--- config.mk ---
export PLATFORM = sky130hd
export DESIGN_NAME = blowfish128_stream_ctrl_flat
export DESIGN_NICKNAME = d
export VERILOG_FILES = /design/src/rtl/blowfish128_stream_ctrl_if.sv /design/src/rtl/blowfish128_stream_ctrl.sv /design/src/flat_wrapper.sv
export SDC_FILE = /design/constraint.sdc
export NUM_CORES = 2
export LEC_CHECK = 0
export ABC_AREA = 1
export BUFFER_PORTS_ARGS = -buffer_cell sky130_fd_sc_hd__buf_4
export CELL_PAD_IN_SITES_DETAIL_PLACEMENT = 1
export CELL_PAD_IN_SITES_GLOBAL_PLACEMENT = 2
export CORE_AREA = 4 4 655 657
export CTS_CLUSTER_DIAMETER = 120
export DETAILED_ROUTE_END_ITERATION = 8
export DIE_AREA = 0 0 659 661
export GPL_TIMING_DRIVEN = 0
export PLACE_DENSITY = 0.4
export RECOVER_POWER = 25
export SLEW_MARGIN = 40
export SYNTH_ARGS = -nofsm -noshare
export SYNTH_HDL_FRONTEND = slang
export SYNTH_SLANG_ARGS = --single-unit
--- constraint.sdc ---
create_clock -name Clk -period 3.3 [get_ports Clk]
set_input_delay 0.66 -clock Clk [delete_from_list [all_inputs] [get_ports Clk]]
set_output_delay 0.66 -clock Clk [all_outputs]
set_load 0.1 [all_outputs]
--- src/rtl/blowfish128_stream_ctrl_if.sv ---
// Purpose : 128-bit valid/ready block stream between the host/DMA side and the
//           blowfish128 stream sequencer. One instance carries one direction.
// Signals : valid - producer has a block on data
//           ready - consumer takes the block on an edge where valid is high
//           data  - 128-bit block
// Modports: master - block producer (drives valid/data, samples ready)
//           slave  - block consumer (samples valid/data, drives ready)
interface blowfish128_stream_ctrl_if;
   logic         valid;
   logic         ready;
   logic [127:0] data;

   modport master (output valid, output data, input ready);
   modport slave (input valid, input data, output ready);
endinterface

--- src/rtl/blowfish128_stream_ctrl.sv ---
// Purpose : Initiator-side sequencer for the blowfish128 core. Takes one 128-bit
//           block at a time from in_s, drives the core with Enable held high
//           until cipherReady (or a timeout), returns the result on out_s and
//           then keeps Enable low for GAP_CYCLES so the core restarts cleanly.
//           ECB and CBC chaining are supported in both directions.
// Ports   : Clk, Rst              - clock, synchronous active-high reset
//           cfg_*                 - configuration, latched by cfg_load in IDLE
//           in_s  (slave)         - input block stream
//           out_s (master)        - result stream
//           busy                  - sequencer not idle
//           timeout_err           - sticky, set when the core never readied
//           core_*                - drive/sample the blowfish128 core
module blowfish128_stream_ctrl #(
   parameter int unsigned GAP_CYCLES     = 2,
   parameter int unsigned TIMEOUT_CYCLES = 1024,
   parameter int unsigned CNT_W          = 11
) (
   input  logic                             Clk,
   input  logic                             Rst,
   input  logic                             cfg_load,
   input  logic [63:0]                      cfg_key0,
   input  logic [63:0]                      cfg_key1,
   input  logic [63:0]                      cfg_key2,
   input  logic [63:0]                      cfg_key3,
   input  logic [63:0]                      cfg_key4,
   input  logic [63:0]                      cfg_key5,
   input  logic [63:0]                      cfg_key6,
   input  logic [63:0]                      cfg_key7,
   input  logic [3:0]                       cfg_key_length,
   input  logic                             cfg_encrypt,
   input  logic                             cfg_cbc,
   input  logic [127:0]                     cfg_iv,
   blowfish128_stream_ctrl_if.slave         in_s,
   blowfish128_stream_ctrl_if.master        out_s,
   output logic                             busy,
   output logic                             timeout_err,
   output logic                             core_Enable,
   output logic                             core_Encrypt,
   output logic [127:0]                     core_plainText,
   output logic [63:0]                      core_key0,
   output logic [63:0]                      core_key1,
   output logic [63:0]                      core_key2,
   output logic [63:0]                      core_key3,
   output logic [63:0]                      core_key4,
   output logic [63:0]                      core_key5,
   output logic [63:0]                      core_key6,
   output logic [63:0]                      core_key7,
   output logic [3:0]                       core_key_length,
   input  logic [127:0]                     core_cipherText,
   input  logic                             core_cipherReady
);

   localparam logic [CNT_W-1:0] TimeoutLast = CNT_W'(TIMEOUT_CYCLES - 1);
   localparam logic [CNT_W-1:0] GapLast     = CNT_W'(GAP_CYCLES - 1);

   typedef enum logic [1:0] {StIdle, StRun, StOut, StGap} state_e;

   state_e              state_q, state_d;
   logic [CNT_W-1:0]    cnt_q, cnt_d;
   logic [7:0][63:0]    key_q, key_d;
   logic [3:0]          klen_q, klen_d;
   logic                enc_q, enc_d;
   logic                cbc_q, cbc_d;
   logic [127:0]        chain_q, chain_d;
   logic [127:0]        saved_q, saved_d;
   logic [127:0]        pt_q, pt_d;
   logic                en_q, en_d;
   logic                ov_q, ov_d;
   logic [127:0]        od_q, od_d;
   logic                terr_q, terr_d;

   always_comb begin
      state_d    = state_q;
      cnt_d      = cnt_q;
      key_d      = key_q;
      klen_d     = klen_q;
      enc_d      = enc_q;
      cbc_d      = cbc_q;
      chain_d    = chain_q;
      saved_d    = saved_q;
      pt_d       = pt_q;
      en_d       = en_q;
      ov_d       = ov_q;
      od_d       = od_q;
      terr_d     = terr_q;
      in_s.ready = (state_q == StIdle) && !cfg_load;

      unique case (state_q)
         StIdle: begin
            // cfg_load has priority over an offered block
            if (cfg_load) begin
               key_d   = {cfg_key7, cfg_key6, cfg_key5, cfg_key4,
                          cfg_key3, cfg_key2, cfg_key1, cfg_key0};
               klen_d  = cfg_key_length;
               enc_d   = cfg_encrypt;
               cbc_d   = cfg_cbc;
               chain_d = cfg_iv;
               terr_d  = 1'b0;
            end else if (in_s.valid) begin
               pt_d    = (cbc_q && enc_q) ? (in_s.data ^ chain_q) : in_s.data;
               saved_d = in_s.data;
               cnt_d   = '0;
               en_d    = 1'b1;
               state_d = StRun;
            end
         end
         StRun: begin
            cnt_d = cnt_q + 1'b1;
            if (core_cipherReady) begin
               od_d = (cbc_q && !enc_q) ? (core_cipherText ^ chain_q) : core_cipherText;
               // Encrypt chains on ciphertext out, decrypt on ciphertext in
               if (cbc_q) begin
                  chain_d = enc_q ? core_cipherText : saved_q;
               end
               ov_d    = 1'b1;
               en_d    = 1'b0;
               state_d = StOut;
            end else if (cnt_q == TimeoutLast) begin
               en_d    = 1'b0;
               terr_d  = 1'b1;
               cnt_d   = '0;
               state_d = StGap;
            end
         end
         StOut: begin
            if (out_s.ready) begin
               ov_d    = 1'b0;
               cnt_d   = '0;
               state_d = StGap;
            end
         end
         StGap: begin
            cnt_d = cnt_q + 1'b1;
            if (cnt_q == GapLast) begin
               state_d = StIdle;
            end
         end
         default: state_d = StIdle;
      endcase
   end

   always_ff @(posedge Clk) begin
      if (Rst) begin
         state_q <= StIdle;
         cnt_q   <= '0;
         key_q   <= '0;
         klen_q  <= '0;
         enc_q   <= 1'b0;
         cbc_q   <= 1'b0;
         chain_q <= '0;
         saved_q <= '0;
         pt_q    <= '0;
         en_q    <= 1'b0;
         ov_q    <= 1'b0;
         od_q    <= '0;
         terr_q  <= 1'b0;
      end else begin
         state_q <= state_d;
         cnt_q   <= cnt_d;
         key_q   <= key_d;
         klen_q  <= klen_d;
         enc_q   <= enc_d;
         cbc_q   <= cbc_d;
         chain_q <= chain_d;
         saved_q <= saved_d;
         pt_q    <= pt_d;
         en_q    <= en_d;
         ov_q    <= ov_d;
         od_q    <= od_d;
         terr_q  <= terr_d;
      end
   end

   assign busy            = (state_q != StIdle);
   assign timeout_err     = terr_q;
   assign core_Enable     = en_q;
   assign core_Encrypt    = enc_q;
   assign core_plainText  = pt_q;
   assign core_key0       = key_q[0];
   assign core_key1       = key_q[1];
   assign core_key2       = key_q[2];
   assign core_key3       = key_q[3];
   assign core_key4       = key_q[4];
   assign core_key5       = key_q[5];
   assign core_key6       = key_q[6];
   assign core_key7       = key_q[7];
   assign core_key_length = klen_q;
   assign out_s.valid     = ov_q;
   assign out_s.data      = od_q;

endmodule

--- src/flat_wrapper.sv ---
// flat-port wrapper written by rule: the top's interface ports become plain ports
module blowfish128_stream_ctrl_flat 
#(
   parameter int unsigned GAP_CYCLES     = 2,
   parameter int unsigned TIMEOUT_CYCLES = 1024,
   parameter int unsigned CNT_W          = 11
)
  (Clk, Rst, cfg_load, cfg_key0, cfg_key1, cfg_key2, cfg_key3, cfg_key4, cfg_key5, cfg_key6, cfg_key7, cfg_key_length, cfg_encrypt, cfg_cbc, cfg_iv, busy, timeout_err, core_Enable, core_Encrypt, core_plainText, core_key0, core_key1, core_key2, core_key3, core_key4, core_key5, core_key6, core_key7, core_key_length, core_cipherText, core_cipherReady, in_s_valid, in_s_data, in_s_ready, out_s_valid, out_s_data, out_s_ready);
  blowfish128_stream_ctrl_if in_s_i ();
  blowfish128_stream_ctrl_if out_s_i ();
  input  logic Clk;
  input  logic Rst;
  input  logic cfg_load;
  input  logic [63:0] cfg_key0;
  input  logic [63:0] cfg_key1;
  input  logic [63:0] cfg_key2;
  input  logic [63:0] cfg_key3;
  input  logic [63:0] cfg_key4;
  input  logic [63:0] cfg_key5;
  input  logic [63:0] cfg_key6;
  input  logic [63:0] cfg_key7;
  input  logic [3:0] cfg_key_length;
  input  logic cfg_encrypt;
  input  logic cfg_cbc;
  input  logic [127:0] cfg_iv;
  output logic busy;
  output logic timeout_err;
  output logic core_Enable;
  output logic core_Encrypt;
  output logic [127:0] core_plainText;
  output logic [63:0] core_key0;
  output logic [63:0] core_key1;
  output logic [63:0] core_key2;
  output logic [63:0] core_key3;
  output logic [63:0] core_key4;
  output logic [63:0] core_key5;
  output logic [63:0] core_key6;
  output logic [63:0] core_key7;
  output logic [3:0] core_key_length;
  input  logic [127:0] core_cipherText;
  input  logic core_cipherReady;
  input wire logic [$bits(in_s_i.valid)-1:0] in_s_valid;
  input wire logic [$bits(in_s_i.data)-1:0] in_s_data;
  output wire logic [$bits(in_s_i.ready)-1:0] in_s_ready;
  output wire logic [$bits(out_s_i.valid)-1:0] out_s_valid;
  output wire logic [$bits(out_s_i.data)-1:0] out_s_data;
  input wire logic [$bits(out_s_i.ready)-1:0] out_s_ready;
  assign in_s_i.valid = in_s_valid;
  assign in_s_i.data = in_s_data;
  assign in_s_ready = in_s_i.ready;
  assign out_s_valid = out_s_i.valid;
  assign out_s_data = out_s_i.data;
  assign out_s_i.ready = out_s_ready;
  blowfish128_stream_ctrl #(.GAP_CYCLES(GAP_CYCLES), .TIMEOUT_CYCLES(TIMEOUT_CYCLES), .CNT_W(CNT_W)) u_core (.Clk(Clk), .Rst(Rst), .cfg_load(cfg_load), .cfg_key0(cfg_key0), .cfg_key1(cfg_key1), .cfg_key2(cfg_key2), .cfg_key3(cfg_key3), .cfg_key4(cfg_key4), .cfg_key5(cfg_key5), .cfg_key6(cfg_key6), .cfg_key7(cfg_key7), .cfg_key_length(cfg_key_length), .cfg_encrypt(cfg_encrypt), .cfg_cbc(cfg_cbc), .cfg_iv(cfg_iv), .in_s(in_s_i), .out_s(out_s_i), .busy(busy), .timeout_err(timeout_err), .core_Enable(core_Enable), .core_Encrypt(core_Encrypt), .core_plainText(core_plainText), .core_key0(core_key0), .core_key1(core_key1), .core_key2(core_key2), .core_key3(core_key3), .core_key4(core_key4), .core_key5(core_key5), .core_key6(core_key6), .core_key7(core_key7), .core_key_length(core_key_length), .core_cipherText(core_cipherText), .core_cipherReady(core_cipherReady));
endmodule
==> qor.yml <==
io_pins: 1686
finalNonFillerCells: 13650
grtUsageTotal_pct: 16.20
ir_worst_vdd_uv: 456.4
multi_input_area_um2: 17950
power_density_nw_per_um2: 1017
startpoint_type: "flop"
fill_cells: 50650
skew_ps: 52.61
die_y_um: 661
cts_made_buffers: 163
maxSlewHeadroom_pct: 3.977
setup_viol: 0
die_area_um2: 435600
grt_start_max_net_pins: 13
register_area_um2: 20940
cp_max_fo: 5
synth.avg_cell_area_um2: 7.642
cp_slowest_cell: "ha_1"
die_w_um: 659
netlist_instances: 5341
dr_total_vias: 47840
grt.overflow.total: 0
synth_cell_types: 26
drt-vias-per-instance: 3.504
arrival_ps: 2410
wl_per_cell_um: 26.99
worstMarginPinSlew_ps: 1447
antenna_left: 0
drv_cap: 0
dp_hpwl_um: 303700
rsz0062_at_grt: "false"
synth_warnings: 0
gp_congestion: 0.8218
h-tree-depth: 4
critical-path-max-stage-delay_ps: 430
drtIter0Drc: 2002
layout_common_cells: "1575 x nor2_1, 1255 x buf_4, 1048 x o21ai_0"
slew_violations: 0
place_area_um2: 60860
clk_pin_slew_worst_paths_ps: 50
synth_nets: 6255
routed_wl_um: 368500
fp-row-count: 239
synth_edf_count: 0
dp.cells: 12700
finalNetCount: 8717
required_ps: 2640
grt_pass1_vias: 51290
finalCritPeriodShare_pct: 92.98
path_cells: "inv_1, ha_1, inv_2, nor2_1, buf_4"
drt_first_pass_iters: 5
worstHoldPathType: "in -> reg"
synth_seq_cells: 1046
power.leakage_nw: 28.27
fin_area_um2: 70720
coreArea_um2: 422800
clockBufferDepth: 4
post_synth_instance_area_um2: 40820
cts_tree: "built"
hold_violations: 0
numPortBuffers: 1685
worstSkewPairLatency_ps: 870
post_cts_buffers: 0
async_flop_share_pct: 0
cts_root_buf: "clkbuf_16"
max_freq_mhz: 325.9
drive_gt1_share_pct: 21.52
outcome: "complete, no violations"
ys_seq_area_share_pct: 51.30
drc: 0
min_path_cells: 3
area_growth_syn_to_layout_pct: 73.26
min_period_ps: 3068
synthFlopType: "dfxtp_1"
antenna_found_initial: 196
r2r_cells: 7
initial_core_util_pct: 9.653
layout_commonest_cell: "nor2_1"
grt_pass1_wl_um: 480600
cp-end-kind: "output port"
clock-sinks: 1046
path_class: "reg -> out"
-- metrics by stage --
step	hold WS (ps)	total power [mW]	util [%]	setup TNS [ps]	worst slack [ps]
floorplan	457.9	42.32	-	0	428.7
global placement	466.1	55.56	14.32	-600370	-1636
detailed placement	469.9	55.86	14.39	-57450	-434.4
CTS	0.2593	75.10	17.07	-93.37	-28.30
global route	42.81	75.47	16.70	0	14.34
finish	111.7	71.94	16.73	0	231.7
-- metal layers --
metal  wire length (um)  part of all wire [%]  up-vias  track usage (%)
met5                902                  0.24        -                0
met4              11530                   3.1      154            4.474
met3              24870                   6.7      531            4.988
met2             201700                    55     1397            32.07
met1             129500                    35    23160            15.99
li1                   -                     -    22600                -
-- path summary, 6_finish.rpt --
kind / end / slack, ps / from
worst min register to register: u_core.core_Enable / 480 / u_core.core_Enable
worst max register to register: u_core.core_key4[15] / 310 / u_core.state_q[0]
worst min-delay path: u_core.saved_q[10] / 110 / in_s_data[10]
worst max-delay path: in_s_ready / 230 / u_core.state_q[0]
-- cells in the mapped netlist (3+ instances only) --
library cell,n,area share [%]
nor2_1,1575,14
o21ai_0,1051,13
dfxtp_1,1046,51
a21oi_1,517,6.3
nand2_1,292,2.7
clkbuf_1,286,2.6
xor2_1,257,5.5
buf_2,120,1.5
o21ai_1,113,1.4
inv_1,27,0.25
nand3_1,13,0.16
buf_6,11,0.30
buf_1,6,0.055
ha_1,6,0.18
buf_4,3,0.055
nand4_1,3,0.046
xnor2_1,3,0.064
-- flip-flops by register name, indices dropped and copies added (netlist names) --
signal	cells
u_core.core_key6	64
u_core.timeout_err	1
u_core.core_key4	64
u_core.saved_q	128
u_core.core_key2	64
u_core.core_key_length	4
u_core.core_key0	64
u_core.core_key3	64
u_core.core_key7	64
u_core.cnt_q	11
u_core.cbc_q	1
u_core.chain_q	128
u_core.state_q	2
u_core.core_plainText	128
u_core.core_Enable	1
u_core.core_key1	64
u_core.core_key5	64
u_core.out_s.valid	1
u_core.core_Encrypt	1
u_core.out_s.data	128
-- cells by family after synthesis --
| logic type | after synthesis | synth area share, % |
|---|---|---|
| DFF | 1046 | 51.30 |
| AOI/OAI and AO/OA | 1684 | 20.67 |
| buffers and inverters | 455 | 4.782 |
| and+or+nand+nor | 1890 | 17.48 |
| xor gates and xnor gates | 260 | 5.579 |
| adders and majority gates | 6 | 0.1839 |
-- worst max-delay path: cells and delay by family (launching register included) --
family        cells  cell delay (ps)
buf+inv           3              630
simple gates      1              160
fa+ha+maj         1              430
flops             1              330
-- what timing repair did --
action	CTS	global route
hold buffers	603	0
resized for setup	5	7
endpoints found under the setup margin	325	14
pin swaps	0	0
endpoints found under the hold margin	648	0
-- area by class of cell --
| type | count | share of cell area (%) |
|---|---|---|
| tap | 5663 | 10.02 |
| sequential | 1046 | 29.61 |
| timing repair buffer | 2297 | 24.43 |
| buffer | 426 | 2.718 |
| multi-input combinational | 3840 | 25.39 |
| inverter | 29 | 0.1539 |
| clock buffer | 242 | 6.730 |
| antenna | 62 | 0.2194 |
| clock inverter | 49 | 0.7325 |
-- where the power goes --
part | switching [mW] | internal (mW) | total, mW
combinational | 29.6 | 6.13 | 35.7
sequential | 2.31 | 16.1 | 18.4
clock | 7.37 | 10.4 | 17.8
total | 39.3 | 32.7 | 71.9
Note: power is estimated with default switching activity, not from simulation.
